$ cat config.mk
export PLATFORM = sky130hd
export DESIGN_NAME = i2c_master_engine_flat
export DESIGN_NICKNAME = d
export VERILOG_FILES = /design/src/rtl/i2c_pkg.sv /design/src/rtl/i2c_master_engine_if.sv /design/src/rtl/i2c_phase_timer.sv /design/src/rtl/i2c_master_engine.sv /design/src/flat_wrapper.sv
export SDC_FILE = /design/constraint.sdc
export NUM_CORES = 1
export LEC_CHECK = 0
export ABC_AREA = 1
export CAP_MARGIN = 20
export CORE_MARGIN = 5
export CORE_UTILIZATION = 55
export DETAILED_ROUTE_END_ITERATION = 8
export PLACE_DENSITY = 0.84
export SYNTH_ARGS = -nofsm -noshare
export SYNTH_HDL_FRONTEND = slang
export SYNTH_HIERARCHICAL = 1
export SYNTH_SLANG_ARGS = --single-unit
$ cat constraint.sdc
create_clock -name clk -period 2.3 [get_ports clk]
set_input_delay 0.46 -clock clk [delete_from_list [all_inputs] [get_ports clk]]
set_output_delay 0.46 -clock clk [all_outputs]
set_load 0.05 [all_outputs]
$ cat src/rtl/i2c_pkg.sv
// Shared encodings for the I2C byte engine: command codes, FSM states, bit phases.
// line_ctl maps (state, phase, data) to the registered {scl_oe, sda_oe} pair driven at phase entry.
package i2c_pkg;

  localparam logic [2:0] CMD_START   = 3'd0;
  localparam logic [2:0] CMD_STOP    = 3'd1;
  localparam logic [2:0] CMD_READ    = 3'd2;
  localparam logic [2:0] CMD_WRITE   = 3'd3;
  localparam logic [2:0] CMD_RESTART = 3'd4;

  typedef enum logic [2:0] {
    S_IDLE, S_START, S_RESTART, S_STOP, S_BIT, S_ACK
  } state_t;

  typedef enum logic [1:0] {PH0, PH1, PH2, PH3} phase_t;

  // Returns {scl_oe, sda_oe}; 1 pulls the line low.
  function automatic logic [1:0] line_ctl(input state_t st, input phase_t ph, input logic d);
    logic [1:0] r;
    r = 2'b00;
    case (st)
      S_START: begin
        case (ph)
          PH0:     r = 2'b00;
          PH1:     r = 2'b01;
          default: r = 2'b11;
        endcase
      end
      S_RESTART: begin
        case (ph)
          PH0:     r = 2'b10;
          PH1:     r = 2'b00;
          PH2:     r = 2'b01;
          default: r = 2'b11;
        endcase
      end
      S_STOP: begin
        case (ph)
          PH0:     r = 2'b11;
          PH1:     r = 2'b01;
          default: r = 2'b00;
        endcase
      end
      S_BIT, S_ACK: r = {(ph == PH0) || (ph == PH3), d};
      default: r = 2'b00;
    endcase
    return r;
  endfunction

endpackage

$ cat src/rtl/i2c_master_engine_if.sv
// Command handshake and open-drain pad bundle between a sequencer and the I2C engine.
// The engine uses the slave modport; the sequencer/pad side uses master.
interface i2c_master_engine_if;
  logic       cmd_valid;
  logic       cmd_ready;
  logic [2:0] cmd;
  logic [7:0] tx_byte;
  logic       rx_ack;
  logic [7:0] rx_byte;
  logic       done;
  logic       nack;
  logic       cmd_err;
  logic       busy;
  logic       sda_in;
  logic       scl_in;
  logic       sda_oe;
  logic       scl_oe;

  modport slave (
    input  cmd_valid, cmd, tx_byte, rx_ack, sda_in, scl_in,
    output cmd_ready, rx_byte, done, nack, cmd_err, busy, sda_oe, scl_oe
  );

  modport master (
    output cmd_valid, cmd, tx_byte, rx_ack, sda_in, scl_in,
    input  cmd_ready, rx_byte, done, nack, cmd_err, busy, sda_oe, scl_oe
  );
endinterface

$ cat src/rtl/i2c_phase_timer.sv
// Quarter-bit counter, phase (ph0..ph3) and bit-slot index; load zeroes everything.
// stall freezes the counter in place; phase_end/slot_end mark the advancing cycle.
module i2c_phase_timer
  import i2c_pkg::*;
#(
  parameter int QUARTER = 32,
  parameter int CNT_W   = (QUARTER > 1) ? $clog2(QUARTER) : 1
) (
  input  logic       clk,
  input  logic       rst,
  input  logic       load,
  input  logic       run,
  input  logic       stall,
  output phase_t     phase,
  output logic [3:0] bit_idx,
  output logic       first_cyc,
  output logic       ph_last,
  output logic       phase_end,
  output logic       slot_end
);

  logic [CNT_W-1:0] cnt;

  assign first_cyc = (cnt == '0);
  assign ph_last   = (cnt == CNT_W'(QUARTER - 1));
  assign phase_end = run && !stall && ph_last;
  assign slot_end  = phase_end && (phase == PH3);

  always_ff @(posedge clk) begin
    if (rst || load) begin
      cnt     <= '0;
      phase   <= PH0;
      bit_idx <= 4'd0;
    end else if (run && !stall) begin
      if (ph_last) begin
        cnt   <= '0;
        phase <= phase_t'(2'(phase + 2'd1));
        if (phase == PH3) bit_idx <= bit_idx + 4'd1;
      end else begin
        cnt <= cnt + 1'b1;
      end
    end
  end

endmodule

$ cat src/rtl/i2c_master_engine.sv
// One I2C primitive per accepted command (START/RESTART/STOP/WRITE/READ); done pulses 4*QUARTER*N cycles after accept.
// cmd_ready only while idle; define I2C_CLK_STRETCH_EN to hold ph1 while a slave stretches SCL.
module i2c_master_engine
  import i2c_pkg::*;
#(
  parameter int QUARTER = 32,
  parameter int CNT_W   = (QUARTER > 1) ? $clog2(QUARTER) : 1
) (
  input logic               clk,
  input logic               rst,
  i2c_master_engine_if.slave bus
);

  state_t     state, st_nx;
  phase_t     phase, ph_nx;
  logic [3:0] bit_idx, slot_nx;
  logic       first_cyc, ph_last, phase_end, slot_end, stall, accept;
  logic       is_read, ack_bit;
  logic [7:0] txd, shadow;

  assign accept   = bus.cmd_valid && bus.cmd_ready;
  assign bus.busy = ~bus.cmd_ready;

`ifdef I2C_CLK_STRETCH_EN
  assign stall = (state != S_IDLE) && (phase == PH1) && ph_last && !bus.scl_in;
`else
  assign stall = 1'b0;
`endif

  i2c_phase_timer #(.QUARTER(QUARTER), .CNT_W(CNT_W)) u_timer (
    .clk       (clk),
    .rst       (rst),
    .load      (accept),
    .run       (state != S_IDLE),
    .stall     (stall),
    .phase     (phase),
    .bit_idx   (bit_idx),
    .first_cyc (first_cyc),
    .ph_last   (ph_last),
    .phase_end (phase_end),
    .slot_end  (slot_end)
  );

  // SDA pull for a data slot: slots 0..7 carry the byte, slot 8 is the acknowledge.
  function automatic logic data_bit(input logic rd, input logic [7:0] tx,
                                    input logic ack, input logic [3:0] slot);
    logic [2:0] idx;
    idx = 3'(4'd7 - slot);
    if (slot == 4'd8) return rd & ack;
    return ~rd & ~tx[idx];
  endfunction

  always_comb begin
    ph_nx   = phase_t'(2'(phase + 2'd1));
    slot_nx = (phase == PH3) ? bit_idx + 4'd1 : bit_idx;
    st_nx   = (slot_nx == 4'd8) ? S_ACK : S_BIT;
  end

  always_ff @(posedge clk) begin
    if (rst) begin
      state         <= S_IDLE;
      bus.cmd_ready <= 1'b1;
      bus.done      <= 1'b0;
      bus.nack      <= 1'b0;
      bus.cmd_err   <= 1'b0;
      bus.rx_byte   <= 8'h00;
      bus.sda_oe    <= 1'b0;
      bus.scl_oe    <= 1'b0;
      is_read       <= 1'b0;
      ack_bit       <= 1'b0;
      txd           <= 8'h00;
      shadow        <= 8'h00;
    end else begin
      bus.done <= 1'b0;
      case (state)
        S_IDLE: begin
          if (accept) begin
            bus.nack      <= 1'b0;
            bus.cmd_err   <= 1'b0;
            bus.cmd_ready <= 1'b0;
            txd           <= bus.tx_byte;
            ack_bit       <= bus.rx_ack;
            is_read       <= (bus.cmd == CMD_READ);
            shadow        <= 8'h00;
            case (bus.cmd)
              CMD_START: begin
                state <= S_START;
                {bus.scl_oe, bus.sda_oe} <= line_ctl(S_START, PH0, 1'b0);
              end
              CMD_RESTART: begin
                state <= S_RESTART;
                {bus.scl_oe, bus.sda_oe} <= line_ctl(S_RESTART, PH0, 1'b0);
              end
              CMD_STOP: begin
                state <= S_STOP;
                {bus.scl_oe, bus.sda_oe} <= line_ctl(S_STOP, PH0, 1'b0);
              end
              CMD_READ, CMD_WRITE: begin
                state <= S_BIT;
                {bus.scl_oe, bus.sda_oe} <= line_ctl(S_BIT, PH0,
                    data_bit(bus.cmd == CMD_READ, bus.tx_byte, bus.rx_ack, 4'd0));
              end
              default: begin
                // Illegal code: no line activity, complete immediately.
                bus.cmd_err   <= 1'b1;
                bus.done      <= 1'b1;
                bus.cmd_ready <= 1'b1;
              end
            endcase
          end
        end
        default: begin
          if (first_cyc && (phase == PH2)) begin
            if ((state == S_BIT) && is_read)  shadow   <= {shadow[6:0], bus.sda_in};
            if ((state == S_ACK) && !is_read) bus.nack <= bus.sda_in;
          end
          if (slot_end && (state != S_BIT)) begin
            // Final slot: SCL stays where the primitive left it; data ops free SDA.
            state         <= S_IDLE;
            bus.done      <= 1'b1;
            bus.cmd_ready <= 1'b1;
            if (state == S_ACK) begin
              bus.sda_oe <= 1'b0;
              if (is_read) bus.rx_byte <= shadow;
            end
          end else if (phase_end) begin
            if ((state == S_BIT) || (state == S_ACK)) begin
              state <= st_nx;
              {bus.scl_oe, bus.sda_oe} <= line_ctl(st_nx, ph_nx,
                  data_bit(is_read, txd, ack_bit, slot_nx));
            end else begin
              {bus.scl_oe, bus.sda_oe} <= line_ctl(state, ph_nx, 1'b0);
            end
          end
        end
      endcase
    end
  end

endmodule
$ cat src/flat_wrapper.sv
// flat-port wrapper written by rule: the top's interface ports become plain ports
module i2c_master_engine_flat import i2c_pkg::*;
#(
  parameter int QUARTER = 32,
  parameter int CNT_W   = (QUARTER > 1) ? $clog2(QUARTER) : 1
)
  (clk, rst, bus_cmd_valid, bus_cmd, bus_tx_byte, bus_rx_ack, bus_sda_in, bus_scl_in, bus_cmd_ready, bus_rx_byte, bus_done, bus_nack, bus_cmd_err, bus_busy, bus_sda_oe, bus_scl_oe);
  i2c_master_engine_if bus_i ();
  input logic clk;
  input logic rst;
  input wire logic [$bits(bus_i.cmd_valid)-1:0] bus_cmd_valid;
  input wire logic [$bits(bus_i.cmd)-1:0] bus_cmd;
  input wire logic [$bits(bus_i.tx_byte)-1:0] bus_tx_byte;
  input wire logic [$bits(bus_i.rx_ack)-1:0] bus_rx_ack;
  input wire logic [$bits(bus_i.sda_in)-1:0] bus_sda_in;
  input wire logic [$bits(bus_i.scl_in)-1:0] bus_scl_in;
  output wire logic [$bits(bus_i.cmd_ready)-1:0] bus_cmd_ready;
  output wire logic [$bits(bus_i.rx_byte)-1:0] bus_rx_byte;
  output wire logic [$bits(bus_i.done)-1:0] bus_done;
  output wire logic [$bits(bus_i.nack)-1:0] bus_nack;
  output wire logic [$bits(bus_i.cmd_err)-1:0] bus_cmd_err;
  output wire logic [$bits(bus_i.busy)-1:0] bus_busy;
  output wire logic [$bits(bus_i.sda_oe)-1:0] bus_sda_oe;
  output wire logic [$bits(bus_i.scl_oe)-1:0] bus_scl_oe;
  assign bus_i.cmd_valid = bus_cmd_valid;
  assign bus_i.cmd = bus_cmd;
  assign bus_i.tx_byte = bus_tx_byte;
  assign bus_i.rx_ack = bus_rx_ack;
  assign bus_i.sda_in = bus_sda_in;
  assign bus_i.scl_in = bus_scl_in;
  assign bus_cmd_ready = bus_i.cmd_ready;
  assign bus_rx_byte = bus_i.rx_byte;
  assign bus_done = bus_i.done;
  assign bus_nack = bus_i.nack;
  assign bus_cmd_err = bus_i.cmd_err;
  assign bus_busy = bus_i.busy;
  assign bus_sda_oe = bus_i.sda_oe;
  assign bus_scl_oe = bus_i.scl_oe;
  i2c_master_engine #(.QUARTER(QUARTER), .CNT_W(CNT_W)) u_core (.clk(clk), .rst(rst), .bus(bus_i));
endmodule
==> Word-level counts from Yosys, hierarchy flattened <==
Index checks and enable logic that the tools add are counted.
{ "classes": {"n_addsub": 4, "n_bitwise": 9, "reduce_logical": 38, "muxes": 52, "order_cmp": 1, "n_eq_ne": 28} }
{ "ops": {"columns": ["cell", "n"], "rows": [
  ["$mux 1", 32],
  ["$mux 8", 4],
  ["$eq 3x2->1 const B", 6],
  ["$pmux 2 s4", 2],
  ["$reduce_and 4->1", 4],
  ["$eq 3x3->1 const B", 5],
  ["$mux 3", 5],
  ["$pmux 3 s4", 1],
  ["$reduce_bool 2->1", 5],
  ["$eq 3x1->1 const B", 3],
  ["$reduce_bool 3->1", 3],
  ["$eq 2x2->1 const B", 4],
  ["$pmux 2 s2", 2],
  ["$reduce_or 2->1", 4],
  ["$logic_and 1x1->1", 7],
  ["$logic_not 3->1", 2],
  ["$ne 3x3->1 const B", 2],
  ["$not 1->1", 6],
  ["$pmux 2 s3", 1],
  ["$reduce_and 2->1", 3],
  ["$reduce_and 3->1", 2],
  ["$add 5x1->5 const B", 1],
  ["$eq 5x5->1 const B", 1],
  ["$logic_not 5->1", 1],
  ["21 further kinds", 26]
]} }
{ "totals": {"register_bits": 46} }

==> Longest topological paths before layout <==
{ "depth": {"ltp_word": 15, "ltp_mapped": 15} }

==> Cells and area by module <==
The synthesis kept the hierarchy.
{ "modules_own_cells": {"columns": ["mod", "area_each_um2", "seq_area_each_um2", "cells_per_inst", "instances"], "rows": [
  ["i2c_master_engine", 1821.7, 700.7, 266, 1],
  ["i2c_phase_timer", 593.1, 220.2, 82, 1]
]} }

==> Least setup slack after synthesis <==
No wires, ideal clock.
{ "synth_path": {"path_kind": "flip-flop to flip-flop", "startpoint": "register u_core.u_timer.cnt[0]", "endpoint": "register u_core.bus.rx_byte[3]", "required_ps": 2184, "synth_period_minus_slack_ps": 2079, "path_buffers": 0, "t_arrival_ps": 1963, "setup_ps": 116, "stages_incl_launch_ff": 14, "slack_ps": 221, "cell_sequence": "dfxtp_1 ha_1 inv_1 nor2_1 ha_1 nand2_1 nor2_8 inv_1 nor2_4 inv_2 nor3_4 inv_2 nor2_1 nor2_1"} }
{ "synth_via": {"elab_chain_cells": 5} }
{ "synth_rtl": {"columns": ["item", "line_no", "source"], "rows": [
  ["start, declared", "i2c_phase_timer.sv:22", "logic [CNT_W-1:0] cnt;"],
  ["start signal, assigned", "i2c_phase_timer.sv:40", "cnt <= cnt + 1'b1;"],
  ["$eq 5x5->1", "i2c_phase_timer.sv:25", "assign ph_last = (cnt == CNT_W'(QUARTER - 1));"],
  ["$logic_and 1x1->1", "i2c_phase_timer.sv:26", "assign phase_end = run && !stall && ph_last;"],
  ["$logic_and 1x1->1", "i2c_phase_timer.sv:27", "assign slot_end = phase_end && (phase == PH3);"],
  ["named net u_core.slot_end", "i2c_master_engine.sv:17", "logic first_cyc, ph_last, phase_end, slot_end, stall, accept;"],
  ["$logic_and 1x1->1", "i2c_master_engine.sv:117", "if (slot_end && (state != S_BIT)) begin"],
  ["$reduce_and 4->1 (no line)", null, null],
  ["end signal, assigned", "i2c_master_engine.sv:124", "if (is_read) bus.rx_byte <= shadow;"],
  ["end, declared", "i2c_master_engine_if.sv:21", "output cmd_ready, rx_byte, done, nack, cmd_err, busy, sda_oe, scl_oe"]
]} }
The timed path passes the listed nets, and every way through them passes these cells.
A chain may end at the register's enable or synchronous reset.

==> Final worst setup path <==
{ "layout_path": {"startpoint": "register u_core.u_timer.cnt[0]", "endpoint": "register u_core.bus.rx_byte[0]"} }
Same word-level chain as after synthesis.

==> out/metrics.csv <==
stage,metric,value,unit
timing,final setup fails,0,
timing,Final Worst Setup Slack,0.153,ns
detailed_routing,drt pass-1 iters,4,
global_route,largest net degree at the start of global routing,24,
synthesis,"Seq/Total Area, Yosys",0.381,
synthesis,Post-Synth Adder-Cell Area,0.0518,
synthesis,syn nets,375,
timing,clock skew after layout,0.00389,ns
die,row count,24,
synthesis,#FFs+latches synth,46,
timing,hold slack final,0.460,ns
die,die span in x,76.3,um
synthesis,Yosys top cell by area,dfxtp_1,
cts,clock sink total,46,
timing,fin. max-slew vios,0,
synthesis,largest family of logic cells by synthesized area,simple AND/OR/NAND/NOR gates,
synthesis,largest cells by area after synthesis,"dfxtp_1 (38%), nand2_1 (9.9%), nor2_1 (7.6%)",
critical_path,required time of the worst setup path,2.50,ns
synthesis,post-synthesis mux area share,0,
detailed_routing,via/cell ratio,5.29,
worst_hold_path,class of the worst hold path,reg2reg,
cts,CTS Buffer Depth,2,
synthesis,Synth Area in XOR/XNOR,0.00725,
global_route,vias in the first global route,2176,
synthesis,"FFs w/ async S/R, synth",0,
cts,clk_lat worst skew,0.30,ns
critical_path,CP endpoint kind,flop,
synthesis,post-synthesis simple-gate area fraction,0.309,
detailed_routing,DR WL/cell,12.5,um
outcome,status,"complete, no violations",
synthesis,synth warn,6,
detailed_routing,routed via count,2329,
timing,"Hold Vio Cnt, Final",0,
synthesis,Syn Area/Cell,6.94,sq um
cts,htree depth,2,
cells_and_area,Ant. Diodes,0,
timing,worst-margin pin slew,0.619,ns
cts,"Reg clk slew, reported paths",0.08,ns
global_route,first-pass GRT wire length,9250,um
place,Final Wtd Congestion,0.922,
synthesis,Post-synth EDFFs,0,
detailed_routing,Post-Route WL,5480,um
global_route,GR Overflow Total,0,
cells_and_area,Area growth syn-to-layout,21.9,%
die,Die H,76.3,um
pwr,PD cells,964,nW/um^2
critical_path,critical path launch point type,flop,
global_route,initial antenna violation count,0,
synthesis,Yosys top cell area share,0.381,
cts,Root Driver,clkbuf_8,
cts,CTS tree,built,
timing,final worst-path cycle share,0.934,
detailed_routing,Residual DRC,0,
detailed_routing,post-route ant nets,0,
pwr,total power,2.84,mW
cells_and_area,fin cells,440,
die,core box area,4290,sq um
synthesis,commonest register cell after synthesis,dfxtp_1,
die,die area,5820,sq um
die,Ports,32,
critical_path,Worst Path Arrival,2.34,ns
pwr,VDD IR-drop max,0.000510,V
cells_and_area,layout cells sized above 1,0.126,
global_route,total track usage,0.188,
detailed_routing,Initial DRC Count,119,
timing,FMAX,466,MHz
critical_path,crit path kind,reg2reg,
place,placed insts,430,
synthesis,Synth Area in Compound Gates,0.159,
cells_and_area,Nets,414,
critical_path,crit path max fanout,8,
place,PortBufs,30,
job,max-cap viol count,0,
synthesis,Post-Syn Area,2410,sq um
synthesis,Synth cell types,29,
place,post-DP HPWL,3940,um
synthesis,Syn Inst Count,348,
cts,TritonCTS buffer count,5,
timing,Slew HR,0.587,
timing,Period minus WS final,2.15,ns
die,initial cell density of the core,0.562,
pwr,leakage power,1.30,nW
place,DP Worst Slack,0.00694,ns
## per-stage QoR
step	util	cell area [sq um]	setup TNS (ns)
after global placement	0.652	2800	0
after detailed placement	0.652	2800	0
after global routing	0.685	2940	-0.0409
after floorplan	-	2410	0
after CTS	0.678	2910	0
final	0.685	2940	0
## routing by layer
metal,wire length [um],track usage,vias to the layer above
met4,113,0.0664,0
met1,2440,0.212,1067
li1,-,-,1193
met5,0,0,-
met3,256,0.0567,11
met2,2670,0.334,58
## registers in the layout, indices dropped and copies added (netlist names)
| signal | count |
|---|---|
| u_core/u_timer/bit_idx | 4 |
| u_core/bus.scl_oe | 1 |
| u_core/u_timer/phase | 2 |
| u_core/bus.sda_oe | 1 |
| u_core/bus.nack | 1 |
| u_core/bus.cmd_ready | 1 |
| u_core/bus.cmd_err | 1 |
| u_core/bus.rx_byte | 8 |
| u_core/bus.done | 1 |
| u_core/is_read | 1 |
| u_core/shadow | 8 |
| u_core/u_timer/cnt | 5 |
| u_core/state | 3 |
| u_core/ack_bit | 1 |
| u_core/txd | 8 |
## critical path, stage by stage, from the launching register on
cell	delay (ns)
dfxtp_2	0.36
ha_2	0.19
inv_1	0.06
nor2_2	0.14
ha_2	0.21
nand2_2	0.09
nor2_8	0.11
inv_1	0.07
nor2_4	0.12
inv_2	0.08
nor3_4	0.27
inv_2	0.13
nor2_1	0.14
nor2_1	0.06
## placed cells by master (no fill, tap or decap), types with 2 or more instances in the layout
cell             synthesis  routed
buf_4                    0       8
ha_2                     0       2
clkdlybuf4s50_1          0      30
inv_2                   13      13
a21oi_1                 33      32
nand3_1                 27      27
o21ai_0                 25      25
nor2_8                   3       3
nor2_2                   3       4
dfxtp_1                 46      44
nand2_1                 64      63
o21a_1                   2       2
nand2_4                  2       2
dfxtp_2                  0       2
nor3_1                   2       2
nand4_1                  2       2
ha_1                    10       8
nor2_4                   2       2
o21ai_1                  7       7
xor2_1                   2       2
clkbuf_8                 0       5
inv_1                   39      39
o22ai_1                  3       3
nor2_1                  49      48
nand2_2                  1       2
## logic make-up after synthesis
family                     count (synthesis)
DFF                                       46
adders and majority gates                 10
and+or+nand+nor                          158
AOI/OAI and AO/OA                         73
xor gates and xnor gates                   2
other                                      1
buffers and inverters                     58
## cell usage after synthesis, drive strengths merged (3+ instances only)
library cell  number
clkbuf             5
inv               52
ha                10
nor2              57
o21ai             33
nand2             67
o22ai              3
nor3               3
a21oi             33
nand3             28
dfxtp             46
## what timing repair did
| item | in CTS | in global routing |
|---|---|---|
| pin swaps | 1 | 2 |
| resized for setup | 0 | 7 |
| setup endpoints to repair | 3 | 12 |
| setup buffers | 0 | 2 |
| hold buffers | 0 | 0 |
## area by class of cell
| class | instances | area (sq um) |
|---|---|---|
| Multi-Input combinational cell | 244 | 1290 |
| Fill cell | 367 | 1350 |
| Tap cell | 52 | 65.1 |
| Inverter | 52 | 195 |
| Sequential cell | 46 | 923 |
| Clock buffer | 6 | 72.6 |
| Timing Repair Buffer | 38 | 360 |
| Clock inverter | 2 | 37.5 |
## report_power, final
part / switching, mW / internal [mW] / total [mW]
clock network: 0.267 / 0.324 / 0.591
logic: 0.830 / 0.390 / 1.22
registers: 0.0913 / 0.934 / 1.03
## worst paths after layout
path                                             from               endpoint  slack (ns)  cells past startpoint
worst max register to register  u_core/u_timer/cnt[0]  u_core/bus.rx_byte[0]        0.15                     13
worst max-delay path            u_core/u_timer/cnt[0]  u_core/bus.rx_byte[0]        0.15                     13
worst min-delay path                    u_core/txd[6]          u_core/txd[6]        0.46                      2
worst min register to register          u_core/txd[6]          u_core/txd[6]        0.46                      2
No activity file was read; power rests on OpenSTA's default activity.
